<file path="config.mk">
export PLATFORM = sky130hd
export DESIGN_NAME = grid_cursor
export DESIGN_NICKNAME = d
export VERILOG_FILES = /design/src/rtl/grid_cursor.sv
export SDC_FILE = /design/constraint.sdc
export NUM_CORES = 1
export LEC_CHECK = 0
export ABC_CLOCK_PERIOD_IN_PS = 3050
export CAP_MARGIN = 20
export CORE_UTILIZATION = 48
export CTS_CLUSTER_SIZE = 10
export DETAILED_ROUTE_END_ITERATION = 10
export PLACE_DENSITY = 0.78
export SETUP_SLACK_MARGIN = 0.02
export SLEW_MARGIN = 10
export SYNTH_ARGS = -nofsm -noshare
export SYNTH_HDL_FRONTEND = slang
export SYNTH_SLANG_ARGS = --single-unit
</file>
<file path="constraint.sdc">
create_clock -name clk -period 3.05 [get_ports clk]
set_clock_uncertainty 0.05 [all_clocks]
set_input_delay 0.61 -clock clk [delete_from_list [all_inputs] [get_ports clk]]
set_output_delay 0.61 -clock clk [all_outputs]
set_load 0.01 [all_outputs]
</file>
<file path="src/rtl/grid_cursor.sv">
// grid_cursor: button-driven column/row cursor on a COLS x ROWS grid.
// Emits sprite pixel origin, linear cell index, move and select pulses.
module grid_cursor #(
    parameter int COLS     = 3,
    parameter int ROWS     = 3,
    parameter int ORIGIN_X = 73,
    parameter int ORIGIN_Y = 47,
    parameter int PITCH_X  = 210,
    parameter int PITCH_Y  = 158,
    parameter int POS_W    = 10,
    parameter int WRAP     = 1,
    parameter int IDX_W    = (COLS * ROWS > 1) ? $clog2(COLS * ROWS) : 1
) (
    input  logic             clk,
    input  logic             rst_n,
    input  logic             btn_right,
    input  logic             btn_left,
    input  logic             btn_down,
    input  logic             btn_up,
    input  logic             btn_home,
    input  logic             btn_select,
    output logic [POS_W-1:0] posx,
    output logic [POS_W-1:0] posy,
    output logic [IDX_W-1:0] cell_index,
    output logic             moved,
    output logic             select_strobe,
    output logic [IDX_W-1:0] select_index
);

    localparam int CW = (COLS > 1) ? $clog2(COLS) : 1;
    localparam int RW = (ROWS > 1) ? $clog2(ROWS) : 1;
    localparam logic [CW-1:0] CMAX = CW'(COLS - 1);
    localparam logic [RW-1:0] RMAX = RW'(ROWS - 1);
    localparam longint MAXX = longint'(ORIGIN_X) + longint'(COLS - 1) * PITCH_X;
    localparam longint MAXY = longint'(ORIGIN_Y) + longint'(ROWS - 1) * PITCH_Y;
    localparam longint PLIM = longint'(1) << POS_W;

    if (MAXX >= PLIM || MAXY >= PLIM) begin : g_pos_overflow
        $error("grid_cursor: pixel position does not fit in POS_W bits");
    end

    logic [5:0]       btn_q;
    logic [5:0]       btn_now;
    logic [5:0]       rise;
    logic [CW-1:0]    col_q, col_d;
    logic [RW-1:0]    row_q, row_d;
    logic [POS_W-1:0] posx_q, posx_d;
    logic [POS_W-1:0] posy_q, posy_d;
    logic [IDX_W-1:0] idx_q, idx_d;
    logic [IDX_W-1:0] sel_idx_q;
    logic             moved_q, moved_d;
    logic             strobe_q;

    // bit order: 0 right, 1 left, 2 down, 3 up, 4 home, 5 select
    assign btn_now = {btn_select, btn_home, btn_up, btn_down, btn_left, btn_right};
    assign rise    = btn_now & ~btn_q;

    // next column/row from edge-detected buttons; home wins, opposing pair cancels
    always_comb begin
        col_d = col_q;
        row_d = row_q;
        if (rise[4]) begin
            col_d = '0;
            row_d = '0;
        end else begin
            if (rise[0] && !rise[1]) begin
                if (col_q == CMAX) col_d = (WRAP != 0) ? '0 : col_q;
                else               col_d = col_q + CW'(1);
            end else if (rise[1] && !rise[0]) begin
                if (col_q == '0) col_d = (WRAP != 0) ? CMAX : col_q;
                else             col_d = col_q - CW'(1);
            end
            if (rise[2] && !rise[3]) begin
                if (row_q == RMAX) row_d = (WRAP != 0) ? '0 : row_q;
                else               row_d = row_q + RW'(1);
            end else if (rise[3] && !rise[2]) begin
                if (row_q == '0) row_d = (WRAP != 0) ? RMAX : row_q;
                else             row_d = row_q - RW'(1);
            end
        end
    end

    // derived outputs computed from the next position so they track the counters
    always_comb begin
        posx_d  = POS_W'(ORIGIN_X) + POS_W'(col_d) * POS_W'(PITCH_X);
        posy_d  = POS_W'(ORIGIN_Y) + POS_W'(row_d) * POS_W'(PITCH_Y);
        idx_d   = IDX_W'(row_d) * IDX_W'(COLS) + IDX_W'(col_d);
        moved_d = {row_d, col_d} != {row_q, col_q};
    end

    // state registers; button history resets high so held buttons do not fire
    always_ff @(posedge clk or negedge rst_n) begin
        if (!rst_n) begin
            btn_q     <= '1;
            col_q     <= '0;
            row_q     <= '0;
            posx_q    <= POS_W'(ORIGIN_X);
            posy_q    <= POS_W'(ORIGIN_Y);
            idx_q     <= '0;
            moved_q   <= 1'b0;
            strobe_q  <= 1'b0;
            sel_idx_q <= '0;
        end else begin
            btn_q    <= btn_now;
            col_q    <= col_d;
            row_q    <= row_d;
            posx_q   <= posx_d;
            posy_q   <= posy_d;
            idx_q    <= idx_d;
            moved_q  <= moved_d;
            strobe_q <= rise[5];
            if (rise[5]) sel_idx_q <= idx_q;
        end
    end

    assign posx          = posx_q;
    assign posy          = posy_q;
    assign cell_index    = idx_q;
    assign moved         = moved_q;
    assign select_strobe = strobe_q;
    assign select_index  = sel_idx_q;

endmodule

</file>
==> results.txt <==
The proportion of layout cells with a drive suffix above 1 came out at between 30% and 40%. The number of global-route vias before repair came out at 1,058. The run finished, with violations left. The x dimension of the die came out at roughly 58 µm. The post-synthesis register bit count is 31. Once placement finished, the instance area stood at 1940 µm². From bottom edge to top edge, the die measures 57.9 µm.

The synthesized area per cell came out at 12.4 µm². The tightest min-delay check is of the flop to flop type. The count of nets left with antenna violations once routing finished came out at 0. The detail-routed via count per cell is 5.10. In this run, CTS created clock tree buffers numbering 5. The violation count after the first detailed-routing iteration came out at 25.

Counting flops with a built-in enable in the synthesized netlist gives 0. The total standard cell area after synthesis is between 1000 and 1500 µm². The max-capacitance violation count is 0. The number of fillers in the final layout is between 200 and 250. The placeable core region came out at around 2900 µm².

The number of instances in the synthesized netlist is roughly 120. After detailed routing, the average wire length per cell comes to between 10 and 15 µm. In this run the clock root is driven by a clkbuf_4. The global-route wire length before repair came out at 4850 µm. The critical path in this run is classified as input port to flop.

The number of antenna repair diodes came out at 0. The initial utilization of the core area, before any placement, comes to a little over half. The final net count came out at 195. The first detailed-routing pass ran for 9 iterations. Global routing finished with a remaining overflow of 0. The required time at the worst-slack endpoint is 3.23 ns. The total routing usage reported by global routing is 19.7%.

The maximum net fanout on the critical path came out at 4. The share of the Yosys chip area taken by registers is 52.7%. The source-to-sink clock delay at the later pin of the worst-skew pair is ~0.32 ns. The number of max-slew violations in the final report came to 0.

The number of remaining DRC errors is 2. The count of pins on the block boundary is 38. The final weighted congestion in routability-driven placement is between 0.8 and 0.9.

The post-route minimum period came out at 2.89 ns. The number of rows created at floorplan came out at 19. The sort of element at the start of the critical path is an input port. The post-synthesis to final-layout area growth is 33.8%. The setup violation total in the final timing report is 0. The design area is around 2000 µm².

The peak ir drop on the vdd network came out at between 0.0003 and 0.0004 V. The number of sinks driven by the clock tree is 31. The library cell contributing the largest single delay on the critical path is fa_1.

The number of buffers and inverters on the critical path came out at 4. Among all flip-flop cells after synthesis, the most frequent one is dfrtp_1. The final routed wirelength across all metal layers came out at ~2700 µm. The signal arrival time at the worst endpoint is around 3 ns. The H-tree depth is 2.

The via count came out at 1,035. The maximum number of pins on one net before global-route repair came out at 32. The final instance count without filler cells is between 200 and 250. The count of placed standard cells including taps came out at approximately 200.

Walking the worst path, the cells encountered are clkdlybuf4s50_1, nor2b_2, a21boi_2, nor2_1, nand2_1, a31o_2, fa_1, inv_1, ha_1, inv_1, fa_1, inv_1. The count of port buffers added during placement is 33. The power density over cell area came out at about 650 nW/µm².

The share of synthesized registers carrying an async set or reset is 100%. The number of hold buffers added after CTS came out at 0. STA classifies the critical path endpoint as a flop. In this design, the stage delay of the slowest critical-path cell is between 0.4 and 0.5 ns.

The overall power consumption is 1310 µW. The number of buffers on the longest clock path is 2. The post-synthesis cell type count came out at 36.

After layout, the worst path uses a little over nine tenths of the clock period. The final reports fail on design-rule violations. Among the stages of the critical path, the cell type that occurs most often is inv_1. Among cell families on the critical path, the largest total delay comes from adder cells. The die area is ~3300 µm². Based on the critical path, the design can be clocked at up to 0.346 GHz. The total leakage power is 0.000918 µW.

The number of antenna violations at the first check in global routing came out at 0. The placed wire-length estimate came out at 2020 µm. The Yosys step of the flow raised 0 warnings. Setup repair after global routing left no endpoint under its margin.

The setup fix buffers added after clock tree synthesis came out at 0. The CTS tree is yes. The utilization of the core after routing is roughly 70%.

The clock transition at the registers of the reported paths came out at approximately 0.090 ns. The number of hold violations in the final report was 0.
[worst reg2reg max path: stages, from the launching register on]
cell	delay [ns]
dfrtp_1	0.49
inv_1	0.15
ha_1	0.35
nor3_2	0.20
a21oi_2	0.06
a21o_1	0.18
fa_1	0.53
inv_1	0.04
ha_1	0.19
inv_1	0.07
fa_1	0.40
inv_1	0.06
[power breakdown]
part	switching, µW	total [µW]	leakage [µW]	internal (µW)
clock network	133	245	0.0000353	112
registers	44.7	558	0.000375	513
logic	220	509	0.000507	289
[sequential cells by signal, summed over array words and instances (netlist names)]
| register | flops |
|---|---|
| moved | 1 |
| select_strobe | 1 |
| cell_index | 4 |
| posy | 8 |
| col_q | 1 |
| btn_q | 6 |
| row_q | 2 |
| posx | 4 |
| select_index | 4 |
[cell type report]
cell class | instances | area (µm²) | area share, %
clock buffers | 7 | 55.1 | 2.75
repair buffers | 50 | 458 | 22.8
flip-flops and latches | 31 | 790 | 39.4
clock inverters | 1 | 5.00 | 0.250
well taps | 31 | 38.8 | 1.94
inverters | 9 | 33.8 | 1.69
multi-input cells | 74 | 624 | 31.1
[cells in the mapped netlist (2+ instances only)]
master    instances  area, µm²
o22ai_1           2       12.5
nor2_1            4       15.0
inv_1             8       30.0
a21oi_1           2       10.0
buf_4             7       52.6
ha_1             14        175
a31o_2            4       35.0
nand2b_1          2       12.5
clkbuf_1          2       7.51
nand2_1          11       41.3
nor2b_1           3       18.8
conb_1            2       7.51
a22oi_1           2       15.0
mux2_2            4       45.0
fa_1              2       40.0
dfrtp_1          20        500
a31oi_1           3       18.8
dfstp_2          11        289
[logic make-up after synthesis]
group           after synthesis  share of synthesized area, %
compound gates               22                          12.2
fa+ha+maj                    16                          14.4
buf+inv                      18                          6.27
flops                        31                          52.7
mux                           4                          3.01
other cells                   2                         0.501
simple gates                 28                          10.9
[layer usage]
layer  wire length (µm)  track usage [%]
met5                  0                0
met4                 56             9.18
met2               1340             32.0
met1               1190             24.4
met3                124             5.36
[metrics by stage]
step                setup slack [ns]  hold WS [ns]  TNS (ns)
floorplan                      0.309         0.264         0
global placement              -0.146         0.440    -0.157
detailed placement            -0.228         0.445    -0.321
CTS                            0.135         0.468         0
global route                  0.0713         0.486         0
finish                         0.156         0.462         0
[cell usage in the layout (no fill, tap or decap), drive strengths merged, types with 4 or more instances in the layout]
| cell type | n |
|---|---|
| a31o | 4 |
| buf | 17 |
| clkbuf | 7 |
| clkdlybuf4s50 | 33 |
| conb | 4 |
| dfrtp | 20 |
| dfstp | 11 |
| ha | 14 |
| inv | 9 |
| mux2 | 4 |
| nand2 | 11 |
| nor2 | 4 |
| nor2b | 4 |
[worst paths after layout]
kind	from	to	slack (ns)	cells past startpoint
worst max register to register	col_q[0]	cell_index[2]	0.25	11
worst min-delay path	select_index[1]	select_index[1]	0.46	1
worst min register to register	select_index[1]	select_index[1]	0.46	1
min in group asynchronous	rst_n	moved	0.62	2
worst max-delay path	btn_up	cell_index[2]	0.16	12
max in group asynchronous	rst_n	posy[3]	2.00	2
[repair_timing]
item / CTS / global route
hold endpoints to repair: 0 / 0
setup endpoints to repair: 0 / 1
resized for setup: 0 / 1
(Power assumes the default switching activity.)
